===== config.mk =====
export PLATFORM = sky130hd
export DESIGN_NAME = sram_arbiter
export DESIGN_NICKNAME = d
export VERILOG_FILES = /design/src/rtl/sram_arbiter.sv
export SDC_FILE = /design/constraint.sdc
export NUM_CORES = 1
export LEC_CHECK = 0
export CORE_MARGIN = 8
export CORE_UTILIZATION = 45
export DETAILED_ROUTE_END_ITERATION = 8
export HOLD_SLACK_MARGIN = 0.06
export PLACE_DENSITY = 0.86
export SLEW_MARGIN = 0
export SYNTH_ARGS = -nofsm -noshare
export SYNTH_HDL_FRONTEND = slang
export SYNTH_SLANG_ARGS = --single-unit

===== constraint.sdc =====
create_clock -name clk50 -period 2.4 [get_ports clk50]
set_input_delay 0.24 -clock clk50 [delete_from_list [all_inputs] [get_ports clk50]]
set_output_delay 0.24 -clock clk50 [all_outputs]
set_load 0.005 [all_outputs]

===== src/rtl/sram_arbiter.sv =====
// Shares one sram_control port between fetch and data memory; data wins, fetch forced after MAX_D_GRANTS.
// Latency 5 cycles req-to-ack (IDLE, BUSY x3, RELEASE); requesters stall, holding their request, until their ack.
`ifndef MEM_LW
`define MEM_LW 4'd1
`endif

module sram_arbiter #(
   parameter logic [3:0] IF_OP        = `MEM_LW,
   parameter int         MAX_D_GRANTS = 4,
   parameter int         TIMEOUT      = 16
) (
   input  logic        clk50,
   input  logic        rst_n,
   input  logic        if_req_i,
   input  logic [19:0] if_addr_i,
   output logic [31:0] if_rdata_o,
   output logic        if_ack_o,
   output logic        if_stall_o,
   input  logic        mem_req_i,
   input  logic [3:0]  mem_op_i,
   input  logic [19:0] mem_addr_i,
   input  logic [31:0] mem_wdata_i,
   output logic [31:0] mem_rdata_o,
   output logic        mem_ack_o,
   output logic        mem_stall_o,
   output logic [3:0]  ram_op_o,
   output logic [19:0] ram_addr_o,
   output logic [31:0] ram_wdata_o,
   input  logic [31:0] ram_rdata_i,
   input  logic        ram_success_i,
   output logic        err_o
);

   localparam int DW = $clog2(MAX_D_GRANTS + 1);
   localparam int TW = $clog2(TIMEOUT);
   localparam logic [DW-1:0] DCNT_MAX  = DW'(MAX_D_GRANTS);
   localparam logic [TW-1:0] TCNT_LAST = TW'(TIMEOUT - 1);

   typedef enum logic [1:0] {ST_IDLE, ST_BUSY, ST_RELEASE} state_t;

   state_t        state_q, state_d;
   logic          owner_mem_q, owner_mem_d;
   logic [DW-1:0] dcnt_q, dcnt_d;
   logic [TW-1:0] tcnt_q, tcnt_d;
   logic [3:0]    ram_op_d;
   logic [19:0]   ram_addr_d;
   logic [31:0]   ram_wdata_d;
   logic [31:0]   if_rdata_d, mem_rdata_d;
   logic          if_ack_d, mem_ack_d, err_d;
   logic          mem_vld, if_guard;

   // An op code of zero means "no operation" and must never reach the controller.
   assign mem_vld  = mem_req_i & (mem_op_i != 4'd0);
   assign if_guard = if_req_i & (dcnt_q == DCNT_MAX);

   assign if_stall_o  = if_req_i & ~if_ack_o;
   assign mem_stall_o = mem_req_i & ~mem_ack_o;

   always_comb begin
      state_d     = state_q;
      owner_mem_d = owner_mem_q;
      dcnt_d      = dcnt_q;
      tcnt_d      = tcnt_q;
      ram_op_d    = ram_op_o;
      ram_addr_d  = ram_addr_o;
      ram_wdata_d = ram_wdata_o;
      if_rdata_d  = if_rdata_o;
      mem_rdata_d = mem_rdata_o;
      if_ack_d    = 1'b0;
      mem_ack_d   = 1'b0;
      err_d       = 1'b0;
      case (state_q)
         ST_IDLE: begin
            if (mem_vld && !if_guard) begin
               owner_mem_d = 1'b1;
               ram_op_d    = mem_op_i;
               ram_addr_d  = mem_addr_i;
               ram_wdata_d = mem_wdata_i;
               tcnt_d      = '0;
               state_d     = ST_BUSY;
               if (!if_req_i)
                  dcnt_d = '0;
               else if (dcnt_q != DCNT_MAX)
                  dcnt_d = dcnt_q + DW'(1);
            end else if (if_req_i) begin
               owner_mem_d = 1'b0;
               ram_op_d    = IF_OP;
               ram_addr_d  = if_addr_i;
               ram_wdata_d = '0;
               tcnt_d      = '0;
               dcnt_d      = '0;
               state_d     = ST_BUSY;
            end
         end
         ST_BUSY: begin
            if (ram_success_i) begin
               if (owner_mem_q) begin
                  mem_rdata_d = ram_rdata_i;
                  mem_ack_d   = 1'b1;
               end else begin
                  if_rdata_d = ram_rdata_i;
                  if_ack_d   = 1'b1;
               end
               ram_op_d = '0;
               state_d  = ST_RELEASE;
            end else if (tcnt_q == TCNT_LAST) begin
               // Abort still completes the handshake so the owner does not hang.
               if (owner_mem_q) begin
                  mem_rdata_d = '0;
                  mem_ack_d   = 1'b1;
               end else begin
                  if_rdata_d = '0;
                  if_ack_d   = 1'b1;
               end
               err_d    = 1'b1;
               ram_op_d = '0;
               state_d  = ST_RELEASE;
            end else begin
               tcnt_d = tcnt_q + TW'(1);
            end
         end
         ST_RELEASE: state_d = ST_IDLE;
         default:    state_d = ST_IDLE;
      endcase
   end

   always_ff @(posedge clk50 or negedge rst_n) begin
      if (!rst_n) begin
         state_q     <= ST_IDLE;
         owner_mem_q <= 1'b0;
         dcnt_q      <= '0;
         tcnt_q      <= '0;
         ram_op_o    <= '0;
         ram_addr_o  <= '0;
         ram_wdata_o <= '0;
         if_rdata_o  <= '0;
         mem_rdata_o <= '0;
         if_ack_o    <= 1'b0;
         mem_ack_o   <= 1'b0;
         err_o       <= 1'b0;
      end else begin
         state_q     <= state_d;
         owner_mem_q <= owner_mem_d;
         dcnt_q      <= dcnt_d;
         tcnt_q      <= tcnt_d;
         ram_op_o    <= ram_op_d;
         ram_addr_o  <= ram_addr_d;
         ram_wdata_o <= ram_wdata_d;
         if_rdata_o  <= if_rdata_d;
         mem_rdata_o <= mem_rdata_d;
         if_ack_o    <= if_ack_d;
         mem_ack_o   <= mem_ack_d;
         err_o       <= err_d;
      end
   end

endmodule


**After elaboration in Yosys (flattened, before gate mapping)**

Cells that the tools add are included.

- $add $sub $neg: 2
- Equal/unequal tests: 9
- Multiplexer cells: 44
- Bitwise gates (word level): 7
- Reductions and logical operators: 14

Operator list:

| kind | count |
|---|---|
| two-way mux 32 bit | 10 |
| two-way mux 20 bit | 2 |
| two-way mux 4 bit | 8 |
| one-hot mux 4 bit (2 select lines) | 2 |
| two-way mux 1 bit | 13 |
| two-way mux 3 bit | 4 |
| AND reduction 3 bit | 4 |
| inequality test 3 bit (second input constant) | 3 |
| two-way mux 2 bit | 4 |
| nonzero test 2 bit | 3 |
| adder 4 x 1 -> 4 bit (second input constant) | 1 |
| bitwise AND 1 bit | 4 |
| == test 4 bit (second input constant) | 1 |
| inequality test 2 bit (second input constant) | 2 |
| one-hot mux 2 bit (2 select lines) | 1 |
| AND reduction 2 bit | 2 |
| AND reduction 4 bit | 1 |
| nonzero test 4 bit | 1 |
| adder 3 x 1 -> 3 bit (second input constant) | 1 |
| == test 3 bit (second input constant) | 1 |
| inequality test 3 x 2 -> 1 bit (second input constant) | 1 |
| NOT 1 bit | 3 |
| == test 2 x 1 -> 1 bit (second input constant) | 1 |
| logical NOT 2 bit | 1 |
| 2 further kinds | 2 |

- Register bits: 133
- Input bits: 113
- Word-level logic and storage cells: 88

**Logic depth before layout (Yosys ltp)**

- Depth in word-level cells: 6
- Depth in mapped cells: 8
- Depth with buffers taken out: 6

**Worst setup path after synthesis**

Ideal clock, no wire load.

- Path kind: register to register
- From: register tcnt_q[0]
- To: register mem_rdata_o[10]
- Arrival time: 1.452 ns
- Slack: 0.865 ns
- Cell stages (with the launch flop): 8
- Path buffers: 2
- Clock period less this slack: 1.535 ns
- Path through: dfrtp_1 > ha_1 > a31oi_1 > nand3b_1 > buf_2 > clkbuf_1 > nand2_1 > o21ai_0

- Cells in the longest elaborated chain, start to end: 3

RTL lines:

| element | line | RTL |
|---|---|---|
| start, declared | 44 | `logic [TW-1:0] tcnt_q, tcnt_d;` |
| start signal, assigned | 145 | `tcnt_q <= tcnt_d;` |
| == test 4 bit | 106 | `end else if (tcnt_q == TCNT_LAST) begin` |
| nonzero test 2 bit (no line) | -- |  |
| AND reduction 3 bit (no line) | -- |  |
| end signal, assigned | 150 | `mem_rdata_o <= mem_rdata_d;` |
| end, declared | 23 | `output logic [31:0] mem_rdata_o,` |

No other way between the ends.
A chain may end at the register's enable or synchronous reset.

**Worst setup path after layout**

- From: register dcnt_q[0]
- To: register ram_addr_o[13]

- Cells in the longest elaborated chain, start to end: 6
- Elaborated cells on any way between the ends: 7
- Those cells by class: 1 x eq/ne; 1 x mux; 1 x bitwise; 4 x reduce/logical

RTL lines:

| element | line | RTL |
|---|---|---|
| start, declared | 43 | `logic [DW-1:0] dcnt_q, dcnt_d;` |
| start signal, assigned | 144 | `dcnt_q <= dcnt_d;` |
| == test 3 bit (*) | 54 | `assign if_guard = if_req_i & (dcnt_q == DCNT_MAX);` |
| bitwise AND 1 bit (*) | 54 |  |
| logical NOT 1 bit (*) | 74 | `if (mem_vld && !if_guard) begin` |
| logical AND 1 bit (*) | 74 |  |
| nonzero test 2 bit (no line) | -- |  |
| AND reduction 2 bit (no line) | -- |  |
| end signal, assigned | 147 | `ram_addr_o <= ram_addr_d;` |
| end, declared | 27 | `output logic [19:0] ram_addr_o,` |

Every way passes the cells marked *; elsewhere a longest branch is shown, timed or not.

==> results.toml <==
[run_status]
status = "finished, final reports clean"

[critical_path]
reg2reg_from = "dcnt_q[0]$_DFFE_PN0P_"
worstRegToRegCells = 6
worstPathArrival_ns = 2.27
crit_path_end_kind = "flop"
critical_path_class = "flop to flop"
required_ns = 2.73
rrSetupSlack_ns = 0.46
startpoint_type = "flop"
startpoint = "dcnt_q[0]$_DFFE_PN0P_"
r2r_end = "ram_addr_o[13]$_DFFE_PN0P_"
crit_fanout = 23

[timing]
fin_crit_ns = 1.94
final-setup-viol-count = 0
rsz0062_at_grt = "false"
maxSlewHeadroom_pct = 42.4
slew_violations = 0
final-hold-violation-count = 0
fin_crit_sh_pct = 80.9
skew_ns = 0.00778
worst_pin_slew_ns = 0.864
tns_ns = 0
max_freq_mhz = 515

[die]
die_area_um2 = 15800
die_w_um = 126
die_h_um = 126
row_count = 40
core_um2 = 11900
start_util_pct = 45.6
io_pins = 238

[min_path]
holdPathStages = 3
worstHoldPathType = "input port to flop"
hold_path_startpoint = "ram_success_i"
hold_path_end = "err_o$_DFF_PN0_"

[place]
placedInstanceArea_um2 = 7870
place_congestion = 0.803
port_buffers = 237
dp_hpwl_um = 12400

[detailed_routing]
drt_iter0_drc = 403
routed_wl_um = 17300
via_per_inst = 5.38
wire_per_inst_um = 18.7
drtAntennaViolNets = 0
firstDrtPassIters = 5
vias = 4983
drc = 0

[synth]
seq_area_frac_synth_pct = 61.2
avgSynthCellArea_um2 = 10.1
yosysTopAreaCellShare_pct = 61.2
synth_top_cell_by_area = "dfrtp_1"
syn_nets = 655
synth.distinct_cells = 33
syn_area_um2 = 5430
yosys_warnings = 0
synthCells = 539
synth-seq-cells = 133
synthTopCellsByArea = "dfrtp_1 (61%), nand2_1 (6.4%), o21ai_0 (6.2%)"

[clock_network]
h-tree-depth = 4
clock-sinks = 133
cts_resized = 0
cts_tree = "done"
clk_latency_ns = 0.42
clk_pin_slew_ns = 0.06
root_buffer = "clkbuf_16"
post_cts_buffers = 0
cts_made_buffers = 17
clk_path_buf_depth = 2
cts_hold_buf = 1

[global_routing]
grt_overflow = 0
grt_max_degree = 66
grt_usage_pct = 21.7
first_global_vias = 5212
antenna_found_initial = 0
grt_pass1_wl_um = 27300

[cells_and_area]
stdcell_area_um2 = 8510
drive_gt1_share_pct = 6.03
nets = 883
layout-area-overhead-vs-synth_pct = 56.6
n_antenna_cell = 0
final_core_util_pct = 71.4

[power_and_ir_drop]
irDropWorstVdd_mv = 0.716
p_leak_nw = 3.73
p_per_area_nw_per_um2 = 1270

[job]
maxCapViolations = 0
metrics by stage:
stage / total power [mW] / std cells / worst slack [ns] / hold WS, ns
after floorplan: 5.42 / 539 / 0.865 / -0.0556
after global placement: 7.90 / 894 / 0.301 / 0.205
after detailed placement: 8.08 / 894 / 0.155 / 0.210
after CTS: 10.9 / 926 / 0.497 / 0.244
after global routing: 11.4 / 926 / 0.338 / 0.260
final: 10.8 / 926 / 0.459 / 0.255
logic make-up (layout without fill, tap and decap cells):
logic type	count (synthesis)	count (layout)	share of synthesized area, %
buffers and inverters	78	318	7.48
AO/OA/AOI/OAI	153	153	16.8
adder cells (fa/ha/maj)	3	3	0.691
XOR/XNOR	1	1	0.161
AND/OR/NAND/NOR	171	171	13.6
flip-flops	133	133	61.2
cell usage after synthesis:
master,n
nor2b_1,4
nand2_1,92
o41a_1,1
nor3b_1,1
o21ai_0,67
and2_1,1
or3b_1,1
a31oi_1,2
o22ai_1,1
and3_1,2
o21a_1,1
buf_4,2
nand2_2,1
xnor2_1,1
inv_1,39
o21ai_1,4
ha_1,3
clkbuf_1,14
nand3_1,39
buf_6,13
a21oi_1,42
buf_1,3
nor2_1,22
or2_2,1
o21ai_4,1
buf_2,7
nand2b_1,1
nand4_1,3
dfrtp_1,133
nand3b_1,1
a21o_1,2
nor3_1,2
a22o_1,32
layout by cell type (no fill, tap or decap), drive strengths merged:
cell type / n
a21o: 2
a21oi: 42
a22o: 32
a31oi: 2
and2: 1
and3: 2
buf: 12
bufinv: 4
clkbuf: 19
clkdlybuf4s50: 235
clkinv: 3
clkinvlp: 4
dfrtp: 133
dlygate4sd3: 1
ha: 3
inv: 40
nand2: 93
nand2b: 1
nand3: 39
nand3b: 1
nand4: 3
nor2: 22
nor2b: 4
nor3: 2
nor3b: 1
o21a: 1
o21ai: 72
o22ai: 1
o41a: 1
or2: 1
or3b: 1
xnor2: 1
state kept, by name, indices dropped and copies added (netlist names):
name         flops
ram_addr_o      20
mem_ack_o        1
err_o            1
tcnt_q           4
mem_rdata_o     32
ram_wdata_o     32
owner_mem_q      1
if_rdata_o      32
dcnt_q           3
state_q          2
ram_op_o         4
if_ack_o         1
worst max-delay path: stages, from the launching register on:
cell and delay, ns:
dfrtp_1 0.39, inv_1 0.06, ha_1 0.18, nand3_1 0.10, and2_1 0.71, a21oi_1 0.19, a21oi_1 0.21
layer usage:
layer	GRT usage, %	wire length (um)	up-vias
li1	-	-	2261
met1	23.8	6640	2420
met2	35.6	8270	272
met3	9.79	1960	30
met4	9.48	459	0
met5	0	0	-
layout make-up:
type / instances / area (um^2)
clock buffers: 19 / 453
multi-input cells: 328 / 1700
well taps: 147 / 184
flip-flops and latches: 133 / 3330
repair buffers: 248 / 2520
fillers: 834 / 3400
inverters: 39 / 146
clock inverters: 12 / 178
power by group:
part / leakage (nW) / internal [mW] / switching (mW) / total, mW
combinational: 1.74 / 2.45 / 1.77 / 4.22
sequential: 1.70 / 3.26 / 0.586 / 3.85
clock: 0.297 / 1.79 / 0.967 / 2.75
total: 3.73 / 7.50 / 3.32 / 10.8
worst max path at each step:
stage | end | slack (ns) | cells past startpoint
finish | ram_addr_o[13]$_DFFE_PN0P_ | 0.46 | 6
global route | ram_addr_o[13]$_DFFE_PN0P_ | 0.34 | 6
CTS | ram_addr_o[13]$_DFFE_PN0P_ | 0.50 | 6
detailed placement | ram_addr_o[13]$_DFFE_PN0P_ | 0.16 | 5
global placement | ram_addr_o[4]$_DFFE_PN0P_ | 0.30 | 5
floorplan | mem_rdata_o[10]$_DFFE_PN0P_ | 0.86 | 7
Note: power is estimated with default switching activity, not from simulation.
